[config.mk]
export PLATFORM = sky130hd
export DESIGN_NAME = cpu5_decq
export DESIGN_NICKNAME = d
export VERILOG_FILES = /design/src/rtl/cpu5_decq_dec.sv /design/src/rtl/cpu5_decq.sv
export VERILOG_INCLUDE_DIRS = /design/src /design/src/rtl
export SDC_FILE = /design/constraint.sdc
export NUM_CORES = 1
export LEC_CHECK = 0
export ABC_AREA = 1
export BUFFER_PORTS_ARGS = -buffer_cell sky130_fd_sc_hd__buf_2
export CORE_AREA = 4 4 124 114
export CTS_CLUSTER_SIZE = 14
export DETAILED_ROUTE_END_ITERATION = 16
export DIE_AREA = 0 0 128 118
export GPL_TIMING_DRIVEN = 0
export PLACE_DENSITY = 0.87
export SLEW_MARGIN = 40
export SYNTH_ARGS = -nofsm -noshare
export SYNTH_HDL_FRONTEND = slang
export SYNTH_SLANG_ARGS = --single-unit
[constraint.sdc]
create_clock -name clk -period 4.9 [get_ports clk]
set_input_delay 0.245 -clock clk [delete_from_list [all_inputs] [get_ports clk]]
set_output_delay 0.245 -clock clk [all_outputs]
set_load 0.05 [all_outputs]
[src/rtl/cpu5_defines.sv]
// cpu5 shared defines: control-word layout, ALU op codes, immediate types
// and RV32I opcodes. This is an include file (guarded), pulled in by every
// cpu5 block that needs it.
//
// Control word layout (MSB..LSB):
//   {regwrite, regdst, alusrc, branch, memwrite, memtoreg, jump,
//    aluop[4:0], immtype[2:0]}
`ifndef CPU5_DEFINES_SV
`define CPU5_DEFINES_SV

`define CPU5_DEC_CTRL_SIZE 15
`define CPU5_ALU_OP_SIZE   5

`define CPU5_ALU_ADD    5'd0
`define CPU5_ALU_SUB    5'd1
`define CPU5_ALU_SLL    5'd2
`define CPU5_ALU_SLT    5'd3
`define CPU5_ALU_SLTU   5'd4
`define CPU5_ALU_XOR    5'd5
`define CPU5_ALU_SRL    5'd6
`define CPU5_ALU_SRA    5'd7
`define CPU5_ALU_OR     5'd8
`define CPU5_ALU_AND    5'd9
`define CPU5_ALU_PASSB  5'd10
`define CPU5_ALU_ADDPC  5'd11
// M codes are contiguous in funct3 order so MUL + funct3 selects the op.
`define CPU5_ALU_MUL    5'd12
`define CPU5_ALU_MULH   5'd13
`define CPU5_ALU_MULHSU 5'd14
`define CPU5_ALU_MULHU  5'd15
`define CPU5_ALU_DIV    5'd16
`define CPU5_ALU_DIVU   5'd17
`define CPU5_ALU_REM    5'd18
`define CPU5_ALU_REMU   5'd19

`define CPU5_IMMTYPE_R  3'd0
`define CPU5_IMMTYPE_I  3'd1
`define CPU5_IMMTYPE_S  3'd2
`define CPU5_IMMTYPE_B  3'd3
`define CPU5_IMMTYPE_U  3'd4
`define CPU5_IMMTYPE_J  3'd5

`define CPU5_OPC_LUI    7'b0110111
`define CPU5_OPC_AUIPC  7'b0010111
`define CPU5_OPC_JAL    7'b1101111
`define CPU5_OPC_JALR   7'b1100111
`define CPU5_OPC_BRANCH 7'b1100011
`define CPU5_OPC_LOAD   7'b0000011
`define CPU5_OPC_STORE  7'b0100011
`define CPU5_OPC_OPIMM  7'b0010011
`define CPU5_OPC_OP     7'b0110011
`define CPU5_OPC_FENCE  7'b0001111

`endif

[src/rtl/cpu5_decq_dec.sv]
// cpu5_decq_dec: purely combinational RV32I main decoder.
//   instr   : raw 32-bit instruction
//   ctrl    : control word (all zero for illegal encodings)
//   illegal : encoding not supported
//   funct3, rd, rs1, rs2 : raw instruction fields
// Macro CPU5_DECQ_RV32M_EN enables the M extension on OP/funct7=0000001.
`include "cpu5_defines.sv"

module cpu5_decq_dec (
  input  logic [31:0]                    instr,
  output logic [`CPU5_DEC_CTRL_SIZE-1:0] ctrl,
  output logic                           illegal,
  output logic [2:0]                     funct3,
  output logic [4:0]                     rd,
  output logic [4:0]                     rs1,
  output logic [4:0]                     rs2
);
  logic [6:0] opc, f7;
  logic       rw, rdst, asrc, br, mw, mtr, jmp, bad;
  logic [`CPU5_ALU_OP_SIZE-1:0] aop, base_op;
  logic [2:0] imm;

  assign opc    = instr[6:0];
  assign rd     = instr[11:7];
  assign funct3 = instr[14:12];
  assign rs1    = instr[19:15];
  assign rs2    = instr[24:20];
  assign f7     = instr[31:25];

  // funct3 -> ALU op for OP/OP-IMM with the base funct7
  always_comb begin
    base_op = `CPU5_ALU_ADD;
    case (funct3)
      3'd1: base_op = `CPU5_ALU_SLL;
      3'd2: base_op = `CPU5_ALU_SLT;
      3'd3: base_op = `CPU5_ALU_SLTU;
      3'd4: base_op = `CPU5_ALU_XOR;
      3'd5: base_op = `CPU5_ALU_SRL;
      3'd6: base_op = `CPU5_ALU_OR;
      3'd7: base_op = `CPU5_ALU_AND;
      default: base_op = `CPU5_ALU_ADD;
    endcase
  end

  always_comb begin
    rw = 1'b0; rdst = 1'b0; asrc = 1'b0; br = 1'b0;
    mw = 1'b0; mtr = 1'b0; jmp = 1'b0; bad = 1'b0;
    aop = `CPU5_ALU_ADD;
    imm = `CPU5_IMMTYPE_R;
    if (instr[1:0] != 2'b11) begin
      bad = 1'b1;
    end else begin
      case (opc)
        `CPU5_OPC_LUI: begin
          rw = 1'b1; rdst = 1'b1; asrc = 1'b1;
          aop = `CPU5_ALU_PASSB; imm = `CPU5_IMMTYPE_U;
        end
        `CPU5_OPC_AUIPC: begin
          rw = 1'b1; rdst = 1'b1; asrc = 1'b1;
          aop = `CPU5_ALU_ADDPC; imm = `CPU5_IMMTYPE_U;
        end
        `CPU5_OPC_JAL: begin
          rw = 1'b1; rdst = 1'b1; jmp = 1'b1; imm = `CPU5_IMMTYPE_J;
        end
        `CPU5_OPC_JALR: begin
          rw = 1'b1; rdst = 1'b1; asrc = 1'b1; jmp = 1'b1;
          imm = `CPU5_IMMTYPE_I;
        end
        `CPU5_OPC_BRANCH: begin
          br = 1'b1; aop = `CPU5_ALU_SUB; imm = `CPU5_IMMTYPE_B;
          bad = (funct3 == 3'd2) || (funct3 == 3'd3);
        end
        `CPU5_OPC_LOAD: begin
          rw = 1'b1; rdst = 1'b1; asrc = 1'b1; mtr = 1'b1;
          imm = `CPU5_IMMTYPE_I;
          bad = (funct3 == 3'd3) || (funct3 == 3'd6) || (funct3 == 3'd7);
        end
        `CPU5_OPC_STORE: begin
          asrc = 1'b1; mw = 1'b1; imm = `CPU5_IMMTYPE_S;
          bad = (funct3 > 3'd2);
        end
        `CPU5_OPC_OPIMM: begin
          rw = 1'b1; rdst = 1'b1; asrc = 1'b1; imm = `CPU5_IMMTYPE_I;
          aop = base_op;
          // only the shift-immediates carry a funct7
          if (funct3 == 3'd1) begin
            bad = (f7 != 7'd0);
          end else if (funct3 == 3'd5) begin
            if (f7 == 7'b0100000) aop = `CPU5_ALU_SRA;
            else                  bad = (f7 != 7'd0);
          end
        end
        `CPU5_OPC_OP: begin
          rw = 1'b1; rdst = 1'b1;
          aop = base_op;
          if (f7 == 7'b0100000) begin
            if (funct3 == 3'd0)      aop = `CPU5_ALU_SUB;
            else if (funct3 == 3'd5) aop = `CPU5_ALU_SRA;
            else                     bad = 1'b1;
          end else if (f7 == 7'b0000001) begin
`ifdef CPU5_DECQ_RV32M_EN
            aop = `CPU5_ALU_MUL + {2'b00, funct3};
`else
            bad = 1'b1;
`endif
          end else if (f7 != 7'd0) begin
            bad = 1'b1;
          end
        end
        `CPU5_OPC_FENCE: ; // nop: all-zero control word, legal
        default: bad = 1'b1;
      endcase
    end
    illegal = bad;
    ctrl    = bad ? '0 : {rw, rdst, asrc, br, mw, mtr, jmp, aop, imm};
  end
endmodule

[src/rtl/cpu5_decq.sv]
// cpu5_decq: registered, queued RV32I main decoder.
// Instructions are decoded on entry and stored in a DEPTH-entry FIFO;
// outputs come straight from the head slot (zeroed while empty).
//   clk/resetn : clock, async active-low reset
//   flush      : synchronous queue clear, wins over push/pop
//   in_*       : fetch side valid/ready, instr, pc
//   out_*      : execute side valid/ready and decoded head entry
// Macro CPU5_DECQ_RV32M_EN (in cpu5_decq_dec) enables the M extension.
`include "cpu5_defines.sv"

module cpu5_decq #(
  parameter int DEPTH = 2,
  parameter int PC_W  = 32
) (
  input  logic                           clk,
  input  logic                           resetn,
  input  logic                           flush,
  input  logic                           in_valid,
  output logic                           in_ready,
  input  logic [31:0]                    in_instr,
  input  logic [PC_W-1:0]                in_pc,
  output logic                           out_valid,
  input  logic                           out_ready,
  output logic [`CPU5_DEC_CTRL_SIZE-1:0] out_ctrl,
  output logic [2:0]                     out_funct3,
  output logic [4:0]                     out_rd,
  output logic [4:0]                     out_rs1,
  output logic [4:0]                     out_rs2,
  output logic [PC_W-1:0]                out_pc,
  output logic [31:0]                    out_instr,
  output logic                           out_illegal
);
  localparam int AW = $clog2(DEPTH);
  localparam logic [AW:0] FULL = (AW+1)'(DEPTH);

  typedef struct packed {
    logic [`CPU5_DEC_CTRL_SIZE-1:0] ctrl;
    logic                           illegal;
    logic [2:0]                     funct3;
    logic [4:0]                     rd;
    logic [4:0]                     rs1;
    logic [4:0]                     rs2;
    logic [PC_W-1:0]                pc;
    logic [31:0]                    instr;
  } ent_t;

  ent_t          mem [DEPTH];
  ent_t          dec_ent, head;
  logic [AW-1:0] wr_ptr, rd_ptr;
  logic [AW:0]   occ;
  logic          push, pop;

  cpu5_decq_dec u_dec (
    .instr   (in_instr),
    .ctrl    (dec_ent.ctrl),
    .illegal (dec_ent.illegal),
    .funct3  (dec_ent.funct3),
    .rd      (dec_ent.rd),
    .rs1     (dec_ent.rs1),
    .rs2     (dec_ent.rs2)
  );
  assign dec_ent.pc    = in_pc;
  assign dec_ent.instr = in_instr;

  // in_ready looks at occupancy only, so a full queue refuses a push even
  // when the head is being popped in the same cycle.
  assign in_ready  = (occ != FULL);
  assign out_valid = (occ != '0);
  assign push      = in_valid & in_ready;
  assign pop       = out_valid & out_ready;

  always_ff @(posedge clk or negedge resetn) begin
    if (!resetn) begin
      wr_ptr <= '0;
      rd_ptr <= '0;
      occ    <= '0;
    end else if (flush) begin
      wr_ptr <= '0;
      rd_ptr <= '0;
      occ    <= '0;
    end else begin
      if (push) wr_ptr <= wr_ptr + AW'(1);
      if (pop)  rd_ptr <= rd_ptr + AW'(1);
      case ({push, pop})
        2'b10:   occ <= occ + (AW+1)'(1);
        2'b01:   occ <= occ - (AW+1)'(1);
        default: occ <= occ;
      endcase
    end
  end

  always_ff @(posedge clk) begin
    if (push && !flush) mem[wr_ptr] <= dec_ent;
  end

  assign head = out_valid ? mem[rd_ptr] : '0;

  assign out_ctrl    = head.ctrl;
  assign out_illegal = head.illegal;
  assign out_funct3  = head.funct3;
  assign out_rd      = head.rd;
  assign out_rs1     = head.rs1;
  assign out_rs2     = head.rs2;
  assign out_pc      = head.pc;
  assign out_instr   = head.instr;
endmodule

==> results.ini <==
[timing]
rsz0062_at_grt = false
clock.fmax_mhz = 372
setup_viol = 0
period_needed_ns = 2.69
slew_violations = 0
finalCritPeriodShare_pct = 54.8
slew_headroom_pct = 66.7
tightestPinTransition_ns = 0.498
setup_ws_ns = 2.21
skew_ns = 0.00983
finalHoldViolCount = 0

[grt]
gr-total-overflow = 0
grt_pass1_wl_mm = 23.7
grt_max_degree = 21
grt_usage_pct = 20.1
grt_pass1_vias = 4662
antenna_found_initial = 0

[yosys]
syn_inst = 576
syn_nets = 645
yosysSeqAreaShare_pct = 71.1
ys_ff_latch = 160
async_flop_share_pct = 2.50
synth_edf_count = 156
ys_types = 31
yosysWarnings = 0
syn_area_mm2 = 0.00673
synth_ff_type = edfxtp_1
syn_avg_cell_area_um2 = 11.7

[floorplanning]
rows = 39
die_area_mm2 = 0.0151
die_x_um = 128
io_pins = 169
core-area_mm2 = 0.0127
start_util_pct = 53.0
fp.dieH_um = 118

[place]
place.port_buffers = 167
place_ws_ns = 2.54
placed_area_mm2 = 0.00799
place_hpwl_mm = 10.7
routabilityCongestion = 0.859
dp_cells = 917

[finish]
fill_cells = 944
fin_area_mm2 = 0.00862
syn_to_final_growth_pct = 28.1
nets = 851
final_cell_count_no_fill = 959
utilization_pct = 68.0
drive_gt1_share_pct = 34.1
antenna_cells = 0

[critical_path]
worstSetupPathType = flip-flop to output pin
cp-start-kind = flip-flop
r2r-start = occ[0]
critPathCaptureType = output pin
cp.arrival_ns = 2.44
worstSetupStartpoint = rd_ptr
cp_max_fo = 10
critPathRequiredTime_ns = 4.66

[detailed_routing]
vias = 4872
met2_wirelength_mm = 7.79
wl_met1_mm = 6.25
first_iter_violations = 303
avgViaCountPerCell = 5.08
wl_per_cell_um = 15.7
dr.pass1.iters = 5
drc = 0
drt-total-wl_mm = 15.1
top_layer = met4
ant_nets = 0
wl_met3_um = 941

[worst_hold_path]
holdCritStartpoint = in_instr[21]
min_path_type = input pin to flip-flop

[clocking]
cts.htree.levels = 4
path_clk_slew_ns = 0.06
cts_made_buffers = 17
clock_path_buffers = 2
clock_latency_ns = 0.42
cts_root_buf = clkbuf_16
cts_resized = 0
cts_tree = built
clkSinkCount = 160

[power]
p_per_area_mw_per_mm2 = 595
total_leakage_power_nw = 3.55
peakVddDrop_v = 0.000321
power.total_w = 0.00513

[status]
outcome = finished clean

[flow_run]
maxCapViolCount = 0

## synthesized netlist by cell type, types with 4 or more instances
cell / count / area share [%]
nor2_1: 15 / 0.84
buf_4: 20 / 2.2
nand2_1: 191 / 11
o21ai_0: 4 / 0.30
edfxtp_1: 156 / 70
inv_1: 13 / 0.73
dfrtp_1: 4 / 1.5
inv_2: 7 / 0.39
nor2_2: 12 / 1.1
a21oi_1: 84 / 6.2
nand3_1: 11 / 0.82
nand2_2: 6 / 0.56
buf_2: 7 / 0.52
clkbuf_1: 19 / 1.1
## where the power goes
part	internal [W]	switching, W
sequential	0.00162	0.0000310
clock	0.000695	0.000500
combinational	0.000496	0.00179
## timing repair
| action | 4_1_cts | 5_1_grt |
|---|---|---|
| setup buffers | 0 | 0 |
| hold buffers | 7 | 3 |
| hold endpoints to repair | 16 | 6 |
## through the flow
stage                     hold WS (ns)  TNS [ns]
after floorplan                -0.0506         0
after detailed placement        0.0598         0
after global routing          0.000198         0
after global placement          0.0558   -197.52
final                           0.0173         0
after CTS                     0.000184         0
## layout make-up
type / count / area (um2) / share of cell area [%]
timing repair buffer: 187 / 1140 / 13.2
inverter: 21 / 78.8 / 0.914
clock buffer: 22 / 444 / 5.15
clock inverter: 10 / 90.1 / 1.04
buffer: 47 / 268 / 3.11
sequential: 160 / 4780 / 55.5
tap: 164 / 205 / 2.38
multi-input combinational: 348 / 1620 / 18.7
## sequential cells by signal, summed over array words and instances, names as in the netlist
register / count
mem: 156
wr_ptr: 1
occ: 2
rd_ptr: 1
## layer usage
layer	GRT usage, %	vias up
met5	0	-
met2	34.4	166
met4	4.11	0
li1	-	2373
met3	5.81	12
met1	25.6	2321
## worst paths after layout
check | endpoint | cells past startpoint | slack [ns]
max | out_ctrl[14] | 8 | 2.21
min | mem[0][65] | 1 | 0.02
max reg2reg | mem[0][80] | 8 | 2.85
min reg2reg | wr_ptr | 1 | 0.58
max in group asynchronous | occ[1] | 2 | 4.54
min in group asynchronous | rd_ptr | 2 | 0.23
## critical path, cell delays in order (launching register included)
cell and delay, ns:
dfrtp_1 0.36, buf_2 0.20, clkinv_1 0.19, buf_2 0.27
buf_2 0.26, nand2_1 0.08, a21oi_1 0.25, buf_4 0.16
buf_2 0.25
## layout by cell type, fill, tap and decap left out, types with 4 or more instances in the layout
master         count
a21oi_1           84
buf_16             4
buf_2            174
buf_4             20
buf_8              6
clkbuf_1          24
clkbuf_16         17
clkinvlp_4         5
dfrtp_1            4
dlygate4sd3_1     10
edfxtp_1         156
inv_1             13
inv_2              7
nand2_1          191
nand2_2            6
nand3_1           11
nor2_1            12
nor2_2            13
nor2_4             5
o21ai_0            4
## cells by family after synthesis
logic type	Yosys count	share of synthesized area (%)
AND/OR/NAND/NOR	250	16.2
flip-flops	160	71.1
AO/OA/AOI/OAI	96	7.36
buffers and inverters	68	5.15
XOR/XNOR	1	0.130
other	1	0.0557
Note: power is estimated with default switching activity, not from simulation.
